===== config.mk =====
export PLATFORM = sky130hd
export DESIGN_NAME = alu_bus_sequencer_flat
export DESIGN_NICKNAME = d
export VERILOG_FILES = /design/src/rtl/alu_bus_sequencer_if.sv /design/src/rtl/alu_bus_sequencer.sv /design/src/flat_wrapper.sv
export SDC_FILE = /design/constraint.sdc
export NUM_CORES = 1
export LEC_CHECK = 0
export ABC_AREA = 1
export CAP_MARGIN = 0
export CORE_MARGIN = 8
export CORE_UTILIZATION = 55
export CTS_BUF_LIST = sky130_fd_sc_hd__clkbuf_4
export CTS_CLUSTER_DIAMETER = 60
export DETAILED_ROUTE_END_ITERATION = 6
export MAX_ROUTING_LAYER = met4
export PLACE_DENSITY = 0.78
export REMOVE_ABC_BUFFERS = 1
export SETUP_SLACK_MARGIN = 0.2
export SYNTH_ARGS = -nofsm -noshare
export SYNTH_HDL_FRONTEND = slang
export SYNTH_SLANG_ARGS = --single-unit

===== constraint.sdc =====
create_clock -name clock -period 3.8 [get_ports clock]
set_clock_uncertainty 0.15 [all_clocks]
set_input_delay 0.57 -clock clock [delete_from_list [all_inputs] [get_ports clock]]
set_output_delay 0.57 -clock clock [all_outputs]
set_load 0.02 [all_outputs]

===== src/rtl/alu_bus_sequencer_if.sv =====
// rtl/alu_bus_sequencer_if.sv - decoder handshake and shared register-bus signals of alu_bus_sequencer
interface alu_bus_sequencer_if #(
    parameter int DATA_WIDTH = 16,
    parameter int ADDR_WIDTH = 6
);
    logic                  start;
    logic [3:0]            opcode;
    logic [ADDR_WIDTH-1:0] rd_addr;
    logic [ADDR_WIDTH-1:0] rs_addr;
    logic [DATA_WIDTH-1:0] imm;
    logic [DATA_WIDTH-1:0] bus_in;
    logic [DATA_WIDTH-1:0] bus_out;
    logic                  bus_out_en;
    logic [ADDR_WIDTH-1:0] reg_addr;
    logic                  reg_out_en;
    logic                  reg_in_en;
    logic                  busy;
    logic                  done;
    logic                  err;
    logic                  flag_zero;
    logic                  flag_carry;

    modport master (
        input  start, opcode, rd_addr, rs_addr, imm, bus_in,
        output bus_out, bus_out_en, reg_addr, reg_out_en, reg_in_en,
               busy, done, err, flag_zero, flag_carry
    );

    modport slave (
        output start, opcode, rd_addr, rs_addr, imm, bus_in,
        input  bus_out, bus_out_en, reg_addr, reg_out_en, reg_in_en,
               busy, done, err, flag_zero, flag_carry
    );
endinterface


===== src/rtl/alu_bus_sequencer.sv =====
// rtl/alu_bus_sequencer.sv - register-bus ALU instruction sequencer; optional ALU_SAT_EN saturating add/sub
module alu_bus_sequencer #(
    parameter int DATA_WIDTH = 16,
    parameter int ADDR_WIDTH = 6
) (
    input logic                clock,
    input logic                reset,
    alu_bus_sequencer_if.master sif
);
    localparam int W = DATA_WIDTH;

    typedef enum logic [2:0] {
        S_IDLE, S_RD_A, S_RD_B, S_EXEC, S_WB, S_DONE
    } state_t;

    state_t                state_q, state_d;
    logic [3:0]            op_q, op_d;
    logic [ADDR_WIDTH-1:0] rd_q, rd_d, rs_q, rs_d;
    logic [W-1:0]          a_q, a_d, b_q, b_d, r_q, r_d;
    logic                  zero_q, zero_d, carry_q, carry_d;
    logic [W-1:0]          bus_out_q, bus_out_d;
    logic [ADDR_WIDTH-1:0] reg_addr_q, reg_addr_d;
    logic                  bus_out_en_q, bus_out_en_d;
    logic                  reg_out_en_q, reg_out_en_d;
    logic                  reg_in_en_q, reg_in_en_d;
    logic                  busy_q, busy_d, done_q, done_d, err_q, err_d;

    logic [W:0]            sum_w;
    logic [W-1:0]          diff_w;
    logic [W-1:0]          alu_res;
    logic                  alu_carry;

    // ALU datapath on the latched operands; only consumed in EXEC
    always_comb begin
        sum_w     = {1'b0, a_q} + {1'b0, b_q};
        diff_w    = a_q - b_q;
        alu_res   = '0;
        alu_carry = 1'b0;
        case (op_q)
            4'd0, 4'd8: begin
                alu_carry = sum_w[W];
`ifdef ALU_SAT_EN
                alu_res = sum_w[W] ? {W{1'b1}} : sum_w[W-1:0];
`else
                alu_res = sum_w[W-1:0];
`endif
            end
            4'd1, 4'd9: begin
                alu_carry = (a_q < b_q);
`ifdef ALU_SAT_EN
                alu_res = (a_q < b_q) ? '0 : diff_w;
`else
                alu_res = diff_w;
`endif
            end
            4'd2:        alu_res = a_q & b_q;
            4'd3:        alu_res = a_q | b_q;
            4'd4:        alu_res = a_q ^ b_q;
            4'd5:        alu_res = a_q << b_q;   // amounts >= W shift everything out
            4'd6:        alu_res = a_q >> b_q;
            4'd7, 4'd10: alu_res = b_q;
            default:     alu_res = '0;
        endcase
    end

    // Next-state, operand latching and output decode (outputs are registered from the next state)
    always_comb begin
        state_d = state_q;
        op_d    = op_q;
        rd_d    = rd_q;
        rs_d    = rs_q;
        a_d     = a_q;
        b_d     = b_q;
        r_d     = r_q;
        zero_d  = zero_q;
        carry_d = carry_q;
        err_d   = 1'b0;
        case (state_q)
            S_IDLE: begin
                if (sif.start) begin
                    op_d = sif.opcode;
                    rd_d = sif.rd_addr;
                    rs_d = sif.rs_addr;
                    if (sif.opcode >= 4'd8 && sif.opcode <= 4'd10) b_d = sif.imm;
                    case (sif.opcode)
                        4'd0, 4'd1, 4'd2, 4'd3, 4'd4, 4'd5, 4'd6,
                        4'd8, 4'd9: state_d = S_RD_A;
                        4'd7:       state_d = S_RD_B;
                        4'd10:      state_d = S_EXEC;
                        default: begin
                            state_d = S_DONE;
                            err_d   = 1'b1;
                        end
                    endcase
                end
            end
            S_RD_A: begin
                a_d     = sif.bus_in;
                state_d = (op_q <= 4'd6) ? S_RD_B : S_EXEC;
            end
            S_RD_B: begin
                b_d     = sif.bus_in;
                state_d = S_EXEC;
            end
            S_EXEC: begin
                r_d     = alu_res;
                zero_d  = (alu_res == '0);
                carry_d = alu_carry;
                state_d = S_WB;
            end
            S_WB:    state_d = S_DONE;
            S_DONE:  state_d = S_IDLE;
            default: state_d = S_IDLE;
        endcase

        reg_out_en_d = (state_d == S_RD_A) || (state_d == S_RD_B);
        bus_out_en_d = (state_d == S_WB);
        reg_in_en_d  = (state_d == S_WB);
        bus_out_d    = (state_d == S_WB) ? r_d : '0;
        if (state_d == S_RD_B)                            reg_addr_d = rs_d;
        else if (state_d == S_RD_A || state_d == S_WB)    reg_addr_d = rd_d;
        else                                              reg_addr_d = '0;
        busy_d = (state_d != S_IDLE);
        done_d = (state_d == S_DONE);
    end

    // State, latches and registered outputs; async reset aborts and drops every enable
    always_ff @(posedge clock or negedge reset) begin
        if (!reset) begin
            state_q      <= S_IDLE;
            op_q         <= '0;
            rd_q         <= '0;
            rs_q         <= '0;
            a_q          <= '0;
            b_q          <= '0;
            r_q          <= '0;
            zero_q       <= 1'b0;
            carry_q      <= 1'b0;
            bus_out_q    <= '0;
            reg_addr_q   <= '0;
            bus_out_en_q <= 1'b0;
            reg_out_en_q <= 1'b0;
            reg_in_en_q  <= 1'b0;
            busy_q       <= 1'b0;
            done_q       <= 1'b0;
            err_q        <= 1'b0;
        end else begin
            state_q      <= state_d;
            op_q         <= op_d;
            rd_q         <= rd_d;
            rs_q         <= rs_d;
            a_q          <= a_d;
            b_q          <= b_d;
            r_q          <= r_d;
            zero_q       <= zero_d;
            carry_q      <= carry_d;
            bus_out_q    <= bus_out_d;
            reg_addr_q   <= reg_addr_d;
            bus_out_en_q <= bus_out_en_d;
            reg_out_en_q <= reg_out_en_d;
            reg_in_en_q  <= reg_in_en_d;
            busy_q       <= busy_d;
            done_q       <= done_d;
            err_q        <= err_d;
        end
    end

    assign sif.bus_out    = bus_out_q;
    assign sif.bus_out_en = bus_out_en_q;
    assign sif.reg_addr   = reg_addr_q;
    assign sif.reg_out_en = reg_out_en_q;
    assign sif.reg_in_en  = reg_in_en_q;
    assign sif.busy       = busy_q;
    assign sif.done       = done_q;
    assign sif.err        = err_q;
    assign sif.flag_zero  = zero_q;
    assign sif.flag_carry = carry_q;
endmodule

===== src/flat_wrapper.sv =====
// flat-port wrapper written by rule: the top's interface ports become plain ports
module alu_bus_sequencer_flat 
#(
    parameter int DATA_WIDTH = 16,
    parameter int ADDR_WIDTH = 6
)
  (clock, reset, sif_start, sif_opcode, sif_rd_addr, sif_rs_addr, sif_imm, sif_bus_in, sif_bus_out, sif_bus_out_en, sif_reg_addr, sif_reg_out_en, sif_reg_in_en, sif_busy, sif_done, sif_err, sif_flag_zero, sif_flag_carry);
  alu_bus_sequencer_if #(.DATA_WIDTH(DATA_WIDTH), .ADDR_WIDTH(ADDR_WIDTH)) sif_i ();
  input logic clock;
  input logic reset;
  input wire logic [$bits(sif_i.start)-1:0] sif_start;
  input wire logic [$bits(sif_i.opcode)-1:0] sif_opcode;
  input wire logic [$bits(sif_i.rd_addr)-1:0] sif_rd_addr;
  input wire logic [$bits(sif_i.rs_addr)-1:0] sif_rs_addr;
  input wire logic [$bits(sif_i.imm)-1:0] sif_imm;
  input wire logic [$bits(sif_i.bus_in)-1:0] sif_bus_in;
  output wire logic [$bits(sif_i.bus_out)-1:0] sif_bus_out;
  output wire logic [$bits(sif_i.bus_out_en)-1:0] sif_bus_out_en;
  output wire logic [$bits(sif_i.reg_addr)-1:0] sif_reg_addr;
  output wire logic [$bits(sif_i.reg_out_en)-1:0] sif_reg_out_en;
  output wire logic [$bits(sif_i.reg_in_en)-1:0] sif_reg_in_en;
  output wire logic [$bits(sif_i.busy)-1:0] sif_busy;
  output wire logic [$bits(sif_i.done)-1:0] sif_done;
  output wire logic [$bits(sif_i.err)-1:0] sif_err;
  output wire logic [$bits(sif_i.flag_zero)-1:0] sif_flag_zero;
  output wire logic [$bits(sif_i.flag_carry)-1:0] sif_flag_carry;
  assign sif_i.start = sif_start;
  assign sif_i.opcode = sif_opcode;
  assign sif_i.rd_addr = sif_rd_addr;
  assign sif_i.rs_addr = sif_rs_addr;
  assign sif_i.imm = sif_imm;
  assign sif_i.bus_in = sif_bus_in;
  assign sif_bus_out = sif_i.bus_out;
  assign sif_bus_out_en = sif_i.bus_out_en;
  assign sif_reg_addr = sif_i.reg_addr;
  assign sif_reg_out_en = sif_i.reg_out_en;
  assign sif_reg_in_en = sif_i.reg_in_en;
  assign sif_busy = sif_i.busy;
  assign sif_done = sif_i.done;
  assign sif_err = sif_i.err;
  assign sif_flag_zero = sif_i.flag_zero;
  assign sif_flag_carry = sif_i.flag_carry;
  alu_bus_sequencer #(.DATA_WIDTH(DATA_WIDTH), .ADDR_WIDTH(ADDR_WIDTH)) u_core (.clock(clock), .reset(reset), .sif(sif_i));
endmodule

Yosys cells after proc, flatten, opt, wreduce, memory -nomap -nowiden:

Cells that the tools add are included.

* add/subtract/negate cells: 2
* order comparisons: 4
* equality and inequality tests: 30
* shifts and indexed selects: 2
* multiplexer cells: 20
* bitwise operators: 3
* reductions and logical operators: 16

Operators by type and width (number)
* 16-bit one-hot mux with 8 select lines: 1
* 16-bit two-way mux: 4
* 6-bit two-way mux: 6
* 4-bit by 3-bit == test with 1-bit output (second input constant): 8
* 16-bit one-hot mux with 2 select lines: 1
* 4-bit == test (second input constant): 6
* 16-bit by 16-bit adder with 17-bit output: 1
* 16-bit bitwise AND: 1
* 4-bit by 2-bit == test with 1-bit output (second input constant): 4
* 16-bit logical NOT: 1
* 16-bit < comparator: 1
* 16-bit OR: 1
* 16-bit by 16-bit << shifter with 16-bit output: 1
* 16-bit by 16-bit right shift with 16-bit output: 1
* 16-bit subtractor: 1
* 16-bit bitwise XOR: 1
* 3-bit one-hot mux with 5 select lines: 1
* 11-bit OR reduction: 1
* 3-bit by 2-bit == test with 1-bit output (second input constant): 3
* 3-bit == test (second input constant): 3
* 3-bit one-hot mux with 3 select lines: 1
* 9-bit OR reduction: 1
* 4-bit by 1-bit == test with 1-bit output (second input constant): 2
* 4-bit logical NOT: 2
* 17 further kinds: 24

* bits in registers: 96
* output and inout port bits: 30
* word-level logic and storage cells: 93

Logic depth before layout (Yosys ltp):

Gate-level depths: netlist of the first run.

* depth in word-level cells: 9
* depth in mapped cells: 22

Worst setup path before layout of the first run:

OpenSTA, ideal clock, no wires.

* path type: register to register
* from: reg u_core.b_q[2]
* to: reg u_core.zero_q (netlist: u_core.sif.flag_zero)
* setup time: 0.065 ns
* arrival time: 2.554 ns
* required time: 3.585 ns
* slack: 1.031 ns
* stages on the path, launching flop included: 22
* buffers on the path: 2
* path through: dfrtp_1 -> buf_2 -> inv_1 -> clkbuf_1 -> ha_1 -> inv_2 -> nand3_1 -> nand2_1 -> nand3_1 -> nand2_1 -> nand2_1 -> nand3_1 -> nand2_1 -> o21ai_1 -> nand2_1 -> nand2_1 -> nor2_1 -> nor2_1 -> nand2_1 -> nor2_1 -> nand3_1 -> nand2_1

* word-level cells in the longest chain between the ends: 3
* elaborated cells between the ends (all ways): 9
* classes of those cells: add/sub: 2; shift: 2; mux: 1; bitwise: 3; reduce/logical: 1

Ends and longest elaborated chain
* from (decl): line alu_bus_sequencer.sv:19 `logic [W-1:0] a_q, a_d, b_q, b_d, r_q, r_d;`
* from (signal assigned): line alu_bus_sequencer.sv:135 `b_q <= '0;`
* from (signal assigned): line alu_bus_sequencer.sv:153 `b_q <= b_d;`
* 16-bit subtractor (tied with other cells): line alu_bus_sequencer.sv:36 `diff_w = a_q - b_q;`
* 16-bit one-hot mux with 8 select lines *: line alu_bus_sequencer.sv:39 `case (op_q)`
* 16-bit logical NOT *: line alu_bus_sequencer.sv:107 `zero_d = (alu_res == '0);`
* to (signal assigned): line alu_bus_sequencer.sv:155 `zero_q <= zero_d;`
* to (decl): line alu_bus_sequencer.sv:20 `logic zero_q, zero_d, carry_q, carry_d;`

Mark *: on every way between the ends. The rest lies on a longest branch, timed or not.
A chain may end at the register's enable or synchronous reset.

Worst setup path in the final report of the first run:

* from: reg u_core.b_q[0]
* to: reg u_core.zero_q (netlist: u_core.sif.flag_zero)

Same word-level chain as after synthesis.

==> flow_summary.yaml, run 1 <==
clock_network:
  cts_tree: "yes"
  clk_pin_slew_ns: 0.16
  cts_buffers: 9
  cts.root.buffer_cell: "clkbuf_4"
  cts_resized: 0
  cts-hold-fix-buffers: 0
  clockBufferDepth: 2
  clk_latency_ns: 0.47
  htreeDepth: 3
  clkSinkCount: 80
  post_cts_buffers: 0
yosys:
  synth_edf_count: 0
  synthFlopType: "dfrtp_1"
  synth_top_cell_by_area: "dfrtp_1"
  ys_seq_area_share_pct: 27.7
  synth_cell_type_count: 46
  async_flop_share_pct: 100
  syn_area_sq_um: 7220
  yosys_warnings: 0
  netlist.area_leader.share_pct: 27.7
  synth_cells: 1112
  synth.area.top_cells: "dfrtp_1 (28%), nand2_1 (16%), nand3_1 (11%)"
  synth-seq-cells: 80
  avgSynthCellArea_sq_um: 6.50
die:
  rows: 42
  ios: 81
  die_y_um: 131
  fp.dieArea_sq_um: 17100
  die_width_um: 131
  core-area_sq_um: 13000
  start_util_pct: 55.4
critical_path:
  reg2reg_to: "u_core.sif.flag_zero"
  path_max_fanout: 12
  end_kind: "flip-flop"
  reg2reg_from: "u_core.b_q[0]"
  crit_path_start_kind: "flip-flop"
  worstPathRequired_ns: 4.08
  worstRegToRegCells: 16
  crit_type: "reg -> reg"
  r2r_setup_slack_ns: 0.55
  arrival_ns: 3.53
grt:
  grt_max_degree: 81
  antenna_found_initial: 1
  overflow: 0
  grt_pass1_wl_um: 40600
  track_usage_pct: 31.9
  grt_pass1_vias: 7594
timing:
  setup_violations: 0
  hold_slack_ns: 0.0906
  worst_pin_slew_ns: 1.02
  rsz0062_at_grt: "false"
  finalHoldViolCount: 0
  maxSlewViolCount: 0
  fin_setup_tns_ns: 0
  post-route-period-util_pct: 85.6
  slew_headroom_pct: 32.1
  layout_min_cycle_time_ns: 3.25
  max_freq_mhz: 308
finish:
  multi_input_area_sq_um: 4520
  drive_above_1_share_pct: 6.55
  final_nets: 1280
  seq_area_sq_um: 2000
  post-route-util_pct: 63.9
  final_cell_mix: "nand2_1 (312), nand3_1 (155), inv_1 (106)"
  fill_cells: 1263
  final_common_cell: "nand2_1"
  syn2layout_area_growth_pct: 15.3
power_and_ir_drop:
  power.leakage_nw: 4.20
  pwr-share-comb_pct: 73.0
  swShare_pct: 58.6
  powerDensity_nw_per_um2: 980
  pwr-share-seq_pct: 19.2
  pwr-share-clk_pct: 7.8
  peakVddDrop_mv: 0.673
  p_sw_mw: 4.79
  p_int_mw: 3.38
route:
  wirelength_um: 25500
  vias: 7961
  ant_nets: 0
  detail_route.wl_per_cell_um: 18.8
  drc: 0
  drtIter0Drc: 996
  viasPerCell: 5.88
  firstDrtPassIters: 6
placement:
  gp_congestion: 1.06
  dp_hpwl_um: 19600
  io_buffers: 80
run_status:
  outcome: "finished clean"
run:
  drv_cap: 0
worst_hold_path:
  hold_class: "in -> async"
==> cell usage after synthesis, types with 6 or more instances <==
library cell,n
a31oi_1,18
o21ai_0,51
o22ai_1,10
o211ai_1,6
a22o_1,6
dfrtp_1,80
clkbuf_1,25
nand2_1,312
nor2_1,100
a21oi_1,53
inv_2,17
o21ai_1,9
buf_2,15
nand3_1,155
nor3_1,8
nand4_1,16
inv_1,106
nor2_2,9
a221oi_1,9
ha_1,56
==> metrics by stage <==
| stage | instances | setup slack (ns) | power, mW | instance area [sq um] |
|---|---|---|---|---|
| after global placement | 1336 | 0.744 | 7.32 | 8150 |
| final | 1353 | 0.549 | 8.16 | 8330 |
| after global routing | 1353 | 0.429 | 8.88 | 8330 |
| after detailed placement | 1336 | 0.701 | 7.36 | 8150 |
| after floorplan | 1062 | 0.0839 | 5.51 | 6980 |
| after CTS | 1352 | 0.671 | 8.03 | 8330 |
==> critical path, stage by stage (launching register included) <==
cell and delay [ns]:
dfrtp_1 0.64, ha_1 0.23, inv_1 0.09, fa_1 0.49
nand2_1 0.12, nand2_1 0.07, a21oi_2 0.24, o21ai_0 0.15
o21ai_0 0.17, nand2_1 0.08, nor2_1 0.19, nand3_1 0.15
nor2_1 0.15, nand2_1 0.07, nor2_1 0.08, nand3_1 0.08
nand2_1 0.06
==> final cells by class <==
type	instances	share of cell area (%)
Antenna cell	1	0.0300
Clock buffer	9	0.811
Clock inverter	7	1.34
Inverter	125	5.63
Multi-Input combinational cell	857	54.3
Sequential cell	80	24.0
Tap cell	176	2.64
Timing Repair Buffer	98	11.2
==> cells by family (layout without fill, tap and decap cells) <==
kind of cell / after synthesis / in the layout / share of synthesized area [%]
compound gates: 183 / 183 / 15.2
xor+xnor: 3 / 3 / 0.364
fa+ha+maj: 58 / 58 / 10.3
buf+inv: 175 / 239 / 9.82
flops: 80 / 80 / 27.7
other cells: 0 / 1 / 0
simple gates: 613 / 613 / 36.7
==> how the worst max path moves through the flow <==
stage / startpoint / cells after the start / to
6_report: u_core.b_q[0] / 16 / u_core.sif.flag_zero
4_1_cts: u_core.b_q[0] / 16 / u_core.sif.flag_zero
2_1_floorplan: u_core.b_q[1] / 16 / u_core.sif.flag_zero
5_1_grt: u_core.b_q[0] / 16 / u_core.sif.flag_zero
3_5_place_dp: u_core.b_q[0] / 16 / u_core.sif.flag_zero
3_3_place_gp: u_core.b_q[0] / 14 / u_core.sif.flag_zero
==> registers in the layout, indices dropped and copies added, names as in the netlist, 3 cells and up <==
| register | flops |
|---|---|
| u_core.b_q | 16 |
| u_core.state_q | 3 |
| u_core.sif.bus_out | 16 |
| u_core.op_q | 4 |
| u_core.a_q | 16 |
| u_core.rs_q | 6 |
| u_core.sif.reg_addr | 6 |
| u_core.rd_q | 6 |
==> power groups by stage <==
stage	logic (mW)	registers (mW)	clock network (mW)
after floorplan	3.85	1.66	0
after global placement	5.76	1.55	0
after detailed placement	5.78	1.58	0
after CTS	5.82	1.56	0.651
after global routing	6.58	1.61	0.689
final	5.96	1.57	0.640
==> per-layer routing <==
metal  track usage (%)  up-vias  share of wire, %
met5                 -        -                 0
met4              16.3        0               4.6
met3              4.67       79               6.9
met2              48.4      342                46
met1              40.8     3730                43
li1                  -     3810                 -
(Power assumes the default switching activity.)
==> inputs of run 2 (changes only) <==
CORE_UTILIZATION = 25   (was 55)
PLACE_DENSITY = not set   (was 0.78)
==> run 2 against run 1 <==
Net effect: combinational power is 1% higher; power barely moved; sequential share of layout area shrank 0.76 points; first-iteration DRC count shrank 8.7%; largest power group unchanged; critical path depth increased by 1; sequential cell count is the same; worst setup slack improved by 0.14 ns; sequential power about the same; register-to-register slack better by 0.14 ns; worst hold slack got worse by 0.036 ns.
==> flow_summary.yaml, run 2 (synthesis gave the netlist of run 1 again) <==
timing:
  fin_setup_tns_ns: 0
  worst_pin_slew_ns: 0.920
  max_freq_mhz: 322
  layout_min_cycle_time_ns: 3.11
  slew_headroom_pct: 38.7
  rsz0062_at_grt: "false"
  finalHoldViolCount: 0
  worst_slack_ns: 0.694
  post-route-period-util_pct: 81.7
  setup_violations: 0
  hold_slack_ns: 0.0542
  maxSlewViolCount: 0
die:
  core-area_sq_um: 28500
  start_util_pct: 25.3
  ios: 81
  die_y_um: 186
  fp.dieArea_sq_um: 34600
  die_width_um: 186
  rows: 62
power_and_ir_drop:
  power.leakage_nw: 4.21
  powerDensity_nw_per_um2: 948
  finalPower_mw: 8.16
  peakVddDrop_mv: 0.314
route:
  wirelength_um: 27500
  detail_route.wl_per_cell_um: 17.5
  viasPerCell: 4.98
  drc: 0
  drtIter0Drc: 909
  ant_nets: 0
  firstDrtPassIters: 6
  vias: 7802
placement:
  dp.cells: 1549
  io_buffers: 80
  gp_congestion: 0.999
  dp_hpwl_um: 21300
  dpl_cell_area_sq_um: 8450
  pre_cts_slack_ns: 0.726
finish:
  final_nets: 1285
  syn2layout_area_growth_pct: 19.1
  final_common_cell: "nand2_1"
  fill_cells: 3236
  post-route-util_pct: 30.1
  drive_above_1_share_pct: 6.94
  final_cell_mix: "nand2_1 (312), nand3_1 (155), inv_1 (106)"
  fin_cells: 1567
  design_area_sq_um: 8600
critical_path:
  arrival_ns: 3.38
  end_kind: "flip-flop"
  crit_path_start_kind: "flip-flop"
  worstPathRequired_ns: 4.07
  crit_type: "reg -> reg"
  path_max_fanout: 4
clock_network:
  clockBufferDepth: 2
  htreeDepth: 3
  cts_buffers: 9
  clkSinkCount: 80
  cts-hold-fix-buffers: 0
  cts_resized: 0
  clk_pin_slew_ns: 0.16
  post_cts_buffers: 0
  cts.root.buffer_cell: "clkbuf_4"
  clk_latency_ns: 0.47
  cts_tree: "yes"
run:
  drv_cap: 0
grt:
  antenna_found_initial: 2
  grt_pass1_wl_um: 43400
  track_usage_pct: 16.5
  grt_pass1_vias: 7739
  grt_max_degree: 72
  overflow: 0
worst_hold_path:
  hold_class: "in -> async"
run_status:
  outcome: "finished clean"
==> run 2: cell types whose count changed in the layout (fill, tap and decap cells not counted), sizes merged <==
cell      previous run  this run
buf                 19        24
bufinv               2         1
clkinv               4         2
clkinvlp             0         1
diode                1         2
inv                126       128
==> run 2: path summary, 6_finish.rpt <==
check / start / to / slack, ns / cells past startpoint
worst max-delay path: u_core.a_q[0] / u_core.sif.flag_zero / 0.69 / 17
worst min-delay path: reset / u_core.sif.bus_out[5] / 0.05 / 1
worst max register to register: u_core.a_q[0] / u_core.sif.flag_zero / 0.69 / 17
worst min register to register: u_core.rs_q[3] / u_core.rs_q[3] / 0.34 / 2
max in group asynchronous: reset / u_core.rd_q[1] / 2.72 / 2
min in group clock: u_core.rs_q[3] / u_core.rs_q[3] / 0.34 / 2
==> run 2: area by class of cell <==
cell class | count | area, sq um | share of cell area [%]
diodes | 2 | 5.00 | 0.0582
flip-flops and latches | 80 | 2000 | 23.3
clock buffers | 9 | 67.6 | 0.785
multi-input cells | 857 | 4520 | 52.6
inverters | 125 | 469 | 5.45
clock inverters | 7 | 83.8 | 0.975
well taps | 384 | 480 | 5.59
repair buffers | 103 | 971 | 11.3
==> run 2: power breakdown <==
group,internal [mW],leakage (nW),switching [mW]
registers,1.19,1.00,0.349
clock network,0.215,0.0799,0.371
logic,1.91,3.13,4.11
total,3.32,4.21,4.83
==> run 2: critical path: stages (launching register included) <==
cell,delay (ns)
dfrtp_1,0.45
inv_1,0.12
ha_1,0.15
inv_1,0.07
fa_1,0.45
nand2_1,0.12
nand2_1,0.07
a21oi_2,0.24
o21ai_0,0.13
o21ai_0,0.16
nand2_1,0.08
nor2_1,0.17
nand3_1,0.22
nor2_1,0.16
nand2_1,0.07
nor2_1,0.08
nand3_1,0.09
nand2_1,0.06
==> run 2: layer usage <==
metal,wire length (um),vias to the layer above,GRT usage [%]
met5,0,-,-
met4,685,0,5.14
met3,1470,47,2.36
met2,13100,264,26.9
met1,12300,3675,20.9
li1,-,3816,-
==> inputs of run 3 (changes only) <==
clock period = 3.2 ns   (was 3.8 ns; I/O delays follow)
==> run 3 against run 2 <==
Net effect: sequential power rose by 19%; power rose by 26%; maximum frequency rose by 8.6%; first-iteration DRC count fell by 20%; sequential cell count did not move; final cell count rose by 1.3%; worst hold slack improved by 0.29 ns; clock-buffer cell count did not move; worst setup slack got worse by 0.35 ns; sequential share of layout area fell by 0.67 points; global-route usage rose by 0.26 points; largest power group unchanged.
==> flow_summary.yaml, run 3 (synthesis gave the netlist of run 1 again) <==
route:
  met3RoutedLength_um: 1700
  drtIter0Drc: 723
  drc: 0
  wirelength_um: 28100
  ant_nets: 0
  detail_route.wl_per_cell_um: 17.7
  firstDrtPassIters: 5
  vias: 7940
  topRoutingLayerUsed: "met4"
  met1_length_um: 12400
  viasPerCell: 5.00
  met2_length_um: 13200
critical_path:
  crit_path_start_kind: "flip-flop"
  worstRegToRegCells: 17
  arrival_ns: 3.14
  critPathLaunch: "u_core.a_q[0]"
  r2r_setup_slack_ns: 0.34
  cpPeakStageDelay_ns: 0.46
  cp_slowest_cell: "fa_1"
  crit_chain: "buf_4 -> ha_1 -> inv_1 -> fa_1 -> inv_2 -> nand3_1 -> nand2_1 -> a21oi_1 -> o21ai_0 -> a21oi_1 -> nor3_2 -> nand2_2 -> nor2_1 -> nand2_1 -> nor2_1 -> nand3_1 -> nand2_1"
  crit_type: "reg -> reg"
  path_max_fanout: 3
  reg2reg_to: "u_core.sif.flag_zero"
  worstSetupEndpoint: "u_core.sif.flag_zero"
  worstPathRequired_ns: 3.48
  end_kind: "flip-flop"
  reg2reg_from: "u_core.a_q[0]"
  cp_common_cell: "nand2_1"
power_and_ir_drop:
  pwr-share-clk_pct: 6.5
  p_int_mw: 4.32
  powerDensity_nw_per_um2: 1150
  finalPower_mw: 10.3
  peakVddDrop_mv: 0.361
  pwr-share-seq_pct: 17.8
  pwr-share-comb_pct: 75.7
  power.leakage_nw: 4.31
  swShare_pct: 57.9
  p_sw_mw: 5.95
placement:
  dp_hpwl_um: 22000
  dpl_cell_area_sq_um: 8570
  io_buffers: 80
  dp.cells: 1560
  gp_congestion: 1.04
die:
  ios: 81
  core-area_sq_um: 28500
  die_width_um: 186
  rows: 62
  start_util_pct: 25.3
  fp.dieArea_sq_um: 34600
  die_y_um: 186
finish:
  syn2layout_area_growth_pct: 23.2
  fin_cells: 1588
  seq_area_sq_um: 2010
  final_cell_mix: "nand2_1 (311), nand3_1 (154), inv_1 (104)"
  fill_cells: 3229
  multi_input_area_sq_um: 4620
  final_common_cell: "nand2_1"
  final_nets: 1307
  drive_above_1_share_pct: 10.8
  design_area_sq_um: 8900
timing:
  max_freq_mhz: 349
  setup_violations: 0
  rsz0062_at_grt: "false"
  worst_pin_slew_ns: 0.890
  finalHoldViolCount: 0
  layout_min_cycle_time_ns: 2.86
  fin_setup_tns_ns: 0
  maxSlewViolCount: 0
  hold_slack_ns: 0.342
  slew_headroom_pct: 40.7
  post-route-period-util_pct: 89.4
clock_network:
  cts_tree: "yes"
  cts_buffers: 9
  clockBufferDepth: 2
  htreeDepth: 3
  clk_pin_slew_ns: 0.15
  cts.root.buffer_cell: "clkbuf_4"
  clkSinkCount: 80
  clk_latency_ns: 0.47
grt:
  grt_pass1_vias: 7770
  overflow: 0
  track_usage_pct: 16.7
  grt_pass1_wl_um: 43600
  antenna_found_initial: 1
  grt_max_degree: 48
run:
  drv_cap: 0
run_status:
  outcome: "finished clean"
worst_hold_path:
  hold_class: "reg -> reg"
## run 3: through the flow
step,setup WS [ns],util [%]
floorplan,-0.516,-
global placement,0.0244,30.0
detailed placement,0.0602,30.0
CTS,0.215,30.6
global route,0.174,31.2
finish,0.339,31.2
## run 3: how the worst min path moves through the flow
stage | start | end | slack, ns | depth (start not counted)
after floorplan | reset | u_core.a_q[0] | 0.03 | 0
after global placement | u_core.rd_q[1] | u_core.rd_q[1] | 0.31 | 2
after detailed placement | u_core.rs_q[2] | u_core.rs_q[2] | 0.31 | 2
after CTS | u_core.rd_q[3] | u_core.rd_q[3] | 0.35 | 2
after global routing | u_core.rd_q[5] | u_core.rd_q[5] | 0.37 | 2
final | u_core.rd_q[3] | u_core.rd_q[3] | 0.34 | 2
## run 3: timing repair
item                                   4_1_cts  5_1_grt
gates resized for setup                      9       29
setup buffers                                0       10
pin swaps                                    0        3
endpoints found under the hold margin       45        0
hold buffers                                 1        0
setup endpoints to repair                    1        3
## run 3: layout make-up
class,instances,area share [%]
Antenna cell,1,0.0281
Clock inverter,7,0.872
Clock buffer,9,0.759
Inverter,125,5.27
Timing Repair Buffer,125,13.2
Sequential cell,80,22.6
Multi-Input combinational cell,857,51.9
Tap cell,384,5.40
## run 3: power groups by stage
stage | Clock (mW) | Sequential [mW] | Combinational, mW
floorplan | 0 | 1.97 | 4.58
global placement | 0 | 1.83 | 7.34
detailed placement | 0 | 1.84 | 7.32
global route | 0.728 | 1.89 | 8.61
finish | 0.664 | 1.83 | 7.78
CTS | 0.689 | 1.82 | 7.41
## run 3: critical path, delay by kind of cell (launching register included)
kind                       cells  cell delay [ns]
AOI/OAI and AO/OA              3             0.36
buffers and inverters          3             0.30
DFF                            1             0.40
adders and majority gates      2             0.62
and+or+nand+nor                9             0.98
## run 3: layer usage
layer | vias up | GRT usage [%]
met5 | - | -
met4 | 0 | 5.81
met3 | 50 | 1.82
met2 | 275 | 26.6
met1 | 3761 | 21.9
li1 | 3854 | -
==> RTL change 1: new RTL, settings of run 1 <==
Build with the macro `ALU_SAT_EN` defined.
--- a/src/rtl/alu_bus_sequencer.sv
+++ b/src/rtl/alu_bus_sequencer.sv
@@ -1,3 +1,5 @@
 // rtl/alu_bus_sequencer.sv - register-bus ALU instruction sequencer; optional ALU_SAT_EN saturating add/sub
+`define ALU_SAT_EN
+
 module alu_bus_sequencer #(
     parameter int DATA_WIDTH = 16,
Behaviour: not the same (a bounded check fails within 4 cycles, from zero or initial values and one cycle with reset low).
==> RTL change 1 against run 1 <==
  * Sequential share of layout area is 0.33 points lower
  * Final cell count is 3.5% higher
  * Design area up 1.4%
  * Count of clock-buffer cells in the layout unchanged
  * Combinational power up 9.4%
  * Clock power fell by 8.6%
  * Critical path depth grew 1
  * Total power rose by 6.5%
  * Synthesized area rose by 2.7%
  * Non-clock buffer count fell by 5
  * Wire length up 6.2%
  * Worst setup slack better by 13 ps
  * Sequential cell count unchanged
  * Largest power group unchanged
==> RTL change 1: results (changes against run 1) <==
Total GRT Usage 0.316 (-0.00265); Seq/Total Area, Yosys 0.270 (-0.00734); Worst VDD drop 0.493 mV (-27%); Layout fillers 1259 (-0.32%); NumNets Final 1324 (+3.4%); vias in the first global route 7649 (+0.72%); Netlist cell types 49 (+6.5%); Leakage 4.33 nW (+2.9%); worst r2r path cells 17 (+1); synth top area cells dfrtp_1 27%, nand2_1 19%, nand3_1 10%; CP max stage delay 590 ps (-50 ps); worst-path fanout max 16 (+4); via count 8260 (+3.8%); Post-DP HPWL 20600 um (+5.2%); GP Congestion 1.10 (+3.7%); CP startpoint u_core.b_q[13]; drt pass-1 iters 7 (+1); routed wire length per instance 19.3 um (+2.5%); clock insertion delay at the later pin of the skew report 500 ps (+30 ps); instance count of the mapped netlist 1165 (+4.8%); status completed; first-pass GRT wire length 42500 um (+4.7%); critical path's slowest cell nor2_2; Synth top cells by count 366 x nand2_1, 154 x nand3_1, 116 x nor2_1; Placed Cells 1384 (+3.6%); share of layout cells above drive strength 1 0.0605 (-0.00502); Total Wirelength 27100 um (+6.2%)
## RTL change 1: worst register-to-register path, cell delays in order (launching register included)
cell	delay (ps)
dfrtp_1	460
nor2_1	130
nand2_1	130
nor2_2	600
buf_4	340
nand3_1	250
nand2_1	210
nand2_1	80
nand2_1	80
nand3_1	90
nand3_1	100
nand3_1	130
nand3b_1	150
nor2_1	50
nand2_1	80
nor2_1	50
nand2_1	60
nand2_1	40
## RTL change 1: timing repair
| item | in CTS | in global routing |
|---|---|---|
| resized for setup | 0 | 3 |
| endpoints found under the setup margin | 0 | 2 |
| buffers inserted | 0 | 0 |
| hold buffers | 0 | 0 |
## RTL change 1: cell type report
class / count / area, um^2 / area share
sequential: 80 / 2000 / 0.237
clock buffer: 9 / 67.6 / 0.00800
inverter: 122 / 464 / 0.0549
antenna: 1 / 2.50 / 0.000296
tap: 176 / 220 / 0.0261
multi-input combinational: 913 / 4710 / 0.558
timing repair buffer: 93 / 896 / 0.106
clock inverter: 7 / 83.8 / 0.00992
## RTL change 1: per-layer routing
layer  vias up  global-route usage  wire length [um]
li1       3922                   -                 -
met1      3744               0.417             11400
met2       506               0.458             11800
met3        88              0.0541              2670
met4         0               0.161              1230
met5         -                   -                 0
## RTL change 1: how the worst min path moves through the flow
stage                               from              to  slack (ps)  cells past startpoint
after global placement    u_core.rs_q[4]  u_core.rs_q[4]         310                      2
after detailed placement  u_core.rs_q[2]  u_core.rs_q[2]         310                      2
after CTS                          reset  u_core.b_q[13]         100                      1
after global routing               reset  u_core.b_q[13]         160                      1
after floorplan                    reset   u_core.a_q[0]         120                      0
final                              reset   u_core.b_q[9]          70                      1
## RTL change 1: cell families (layout without fill, tap and decap cells)
| family | Yosys count | after routing | share of synthesized area |
|---|---|---|---|
| DFF | 80 | 80 | 0.270 |
| xor gates and xnor gates | 11 | 11 | 0.0130 |
| AOI/OAI and AO/OA | 157 | 157 | 0.127 |
| and+or+nand+nor | 691 | 691 | 0.400 |
| other | 0 | 1 | 0 |
| adders and majority gates | 54 | 54 | 0.0931 |
| buffers and inverters | 172 | 231 | 0.0973 |
## RTL change 1: power by group through the flow
| stage | combinational [W] | sequential (W) | clock (W) |
|---|---|---|---|
| global placement | 0.00630 | 0.00157 | 0 |
| CTS | 0.00632 | 0.00156 | 0.000589 |
| finish | 0.00652 | 0.00158 | 0.000585 |
| floorplan | 0.00420 | 0.00166 | 0 |
| detailed placement | 0.00629 | 0.00158 | 0 |
| global route | 0.00717 | 0.00162 | 0.000619 |
## RTL change 1: through the flow
step                worst slack, ps  cell area [um^2]  total power [W]
floorplan                      16.5              7160          0.00586
global placement                402              8290          0.00787
detailed placement              385              8290          0.00787
CTS                             335              8440          0.00848
global route                    316              8450          0.00941
finish                          562              8450          0.00869
==> RTL change 2: new RTL, config.mk and constraints of run 1 <==
Made on the original files. Take the reset off `rs_q` and load it in a clocked block of its own.
--- a/src/rtl/alu_bus_sequencer.sv
+++ b/src/rtl/alu_bus_sequencer.sv
@@ -131,5 +131,4 @@
             op_q         <= '0;
             rd_q         <= '0;
-            rs_q         <= '0;
             a_q          <= '0;
             b_q          <= '0;
@@ -149,5 +148,4 @@
             op_q         <= op_d;
             rd_q         <= rd_d;
-            rs_q         <= rs_d;
             a_q          <= a_d;
             b_q          <= b_d;
@@ -166,4 +164,8 @@
     end
 
+    always_ff @(posedge clock) begin
+        rs_q <= rs_d;
+    end
+
     assign sif.bus_out    = bus_out_q;
     assign sif.bus_out_en = bus_out_en_q;
Behaviour: no difference found for any inputs over 4 cycles, from zero or initial values and one cycle with reset low; that may be too few to reach the edited logic, so the function may still have changed.
==> RTL change 2 against run 1 <==
  * Global-route usage down 0.59 points
  * Highest routed layer unchanged
  * Sequential cell count unchanged
  * Sequential power about the same
  * Worst setup slack better by 19 ps
  * Total power down 0.39%
  * Synthesized area down 0.42%
  * Critical endpoint unchanged
  * Design area down 0.42%
  * First-iteration DRC count down 15%
  * Worst hold slack worse by 32 ps
  * Core utilization up 1.3 points
  * Wire length down 1.6%
  * Fmax up 0.58%
==> RTL change 2: results (changes against run 1) <==
status completed; Netlist cell types 47 (+2.2%); Post-Synth Adder-Cell Area 0.103 (+0.000428); vias in the first global route 7406 (-2.5%); XOR/XNOR Fraction of Synth Area 0.00365 (+0.0000152); Placement Cell Area 0.00811 mm^2 (-0.43%); Compound-Gate Fraction of Synth Area 0.152 (+0.000633); Total GRT Usage 0.313 (-0.00586); first-pass GRT wire length 39900 um (-1.5%); Leakage 4.18 nW (-0.58%); P_comb 0.00592 W (-0.7%); DR vias/cell 5.84 (-0.70%); Synth top cells by count 312 x nand2_1, 155 x nand3_1, 106 x inv_1; worst-path fanout max 11 (-1); crit path DAT 3510 ps (-20 ps); Seq/Total Area, Yosys 0.274 (-0.00302); pre-CTS setup slack 636 ps (-65.1 ps); synth top area cells dfrtp_1 26%, nand2_1 16%, nand3_1 11%; Max-slew headroom 0.350 (+0.0297); Async S/R FF share, synth 0.925 (-0.0750); Pwr Total 0.00813 W (-0.39%); DR iter-0 viols 850 (-15%); initial antenna violation count 0 (-1); clock insertion delay at the later pin of the skew report 490 ps (+20 ps); Worst VDD drop 0.572 mV (-15%); largest net degree at the start of global routing 75 (-7.4%); Post-DP HPWL 19300 um (-1.8%); Total Wirelength 25100 um (-1.6%); Internal 0.00337 W (-0.25%)
## RTL change 2: kinds of logic (layout without fill, tap and decap cells)
logic type / after synthesis / in the layout
xor+xnor: 3 / 3
fa+ha+maj: 58 / 58
flops: 80 / 80
buf+inv: 175 / 239
compound gates: 183 / 183
simple gates: 613 / 613
other cells: 0 / 1
## RTL change 2: cell type report
| class | count | area [um^2] |
|---|---|---|
| inverters | 125 | 469 |
| clock buffers | 9 | 67.6 |
| repair buffers | 98 | 933 |
| diodes | 1 | 2.50 |
| well taps | 172 | 215 |
| clock inverters | 7 | 111 |
| multi-input cells | 857 | 4520 |
| fillers | 1244 | 4430 |
| flip-flops and latches | 80 | 1970 |
## RTL change 2: layer usage
metal / track usage / up-vias / wire length, um
met5: - / - / 0
met4: 0.153 / 0 / 1120
met3: 0.0377 / 68 / 2080
met2: 0.462 / 405 / 11200
met1: 0.420 / 3601 / 10700
li1: - / 3808 / -
## RTL change 2: final timing paths
| kind | start | to | slack [ps] | depth (start not counted) |
|---|---|---|---|---|
| worst max-delay path | u_core.b_q[0] | u_core.sif.flag_zero | 570 | 16 |
| worst min-delay path | reset | u_core.b_q[7] | 60 | 1 |
| worst max register to register | u_core.b_q[0] | u_core.sif.flag_zero | 570 | 16 |
| worst min register to register | u_core.rs_q[2] | u_core.rs_q[2] | 320 | 2 |
| max in group asynchronous | reset | u_core.sif.bus_out[7] | 2780 | 1 |
| min in group clock | u_core.rs_q[2] | u_core.rs_q[2] | 320 | 2 |
## RTL change 2: worst max-delay path, cell delays in order (launching register included)
cell	delay, ps
dfrtp_1	630
ha_1	220
inv_1	80
fa_1	450
nand2_1	120
nand2_1	70
a21oi_2	220
o21ai_0	140
o21ai_0	160
nand2_1	80
nor2_1	180
nand3_1	230
nor2_1	170
nand2_1	70
nor2_1	90
nand3_1	80
nand2_1	60
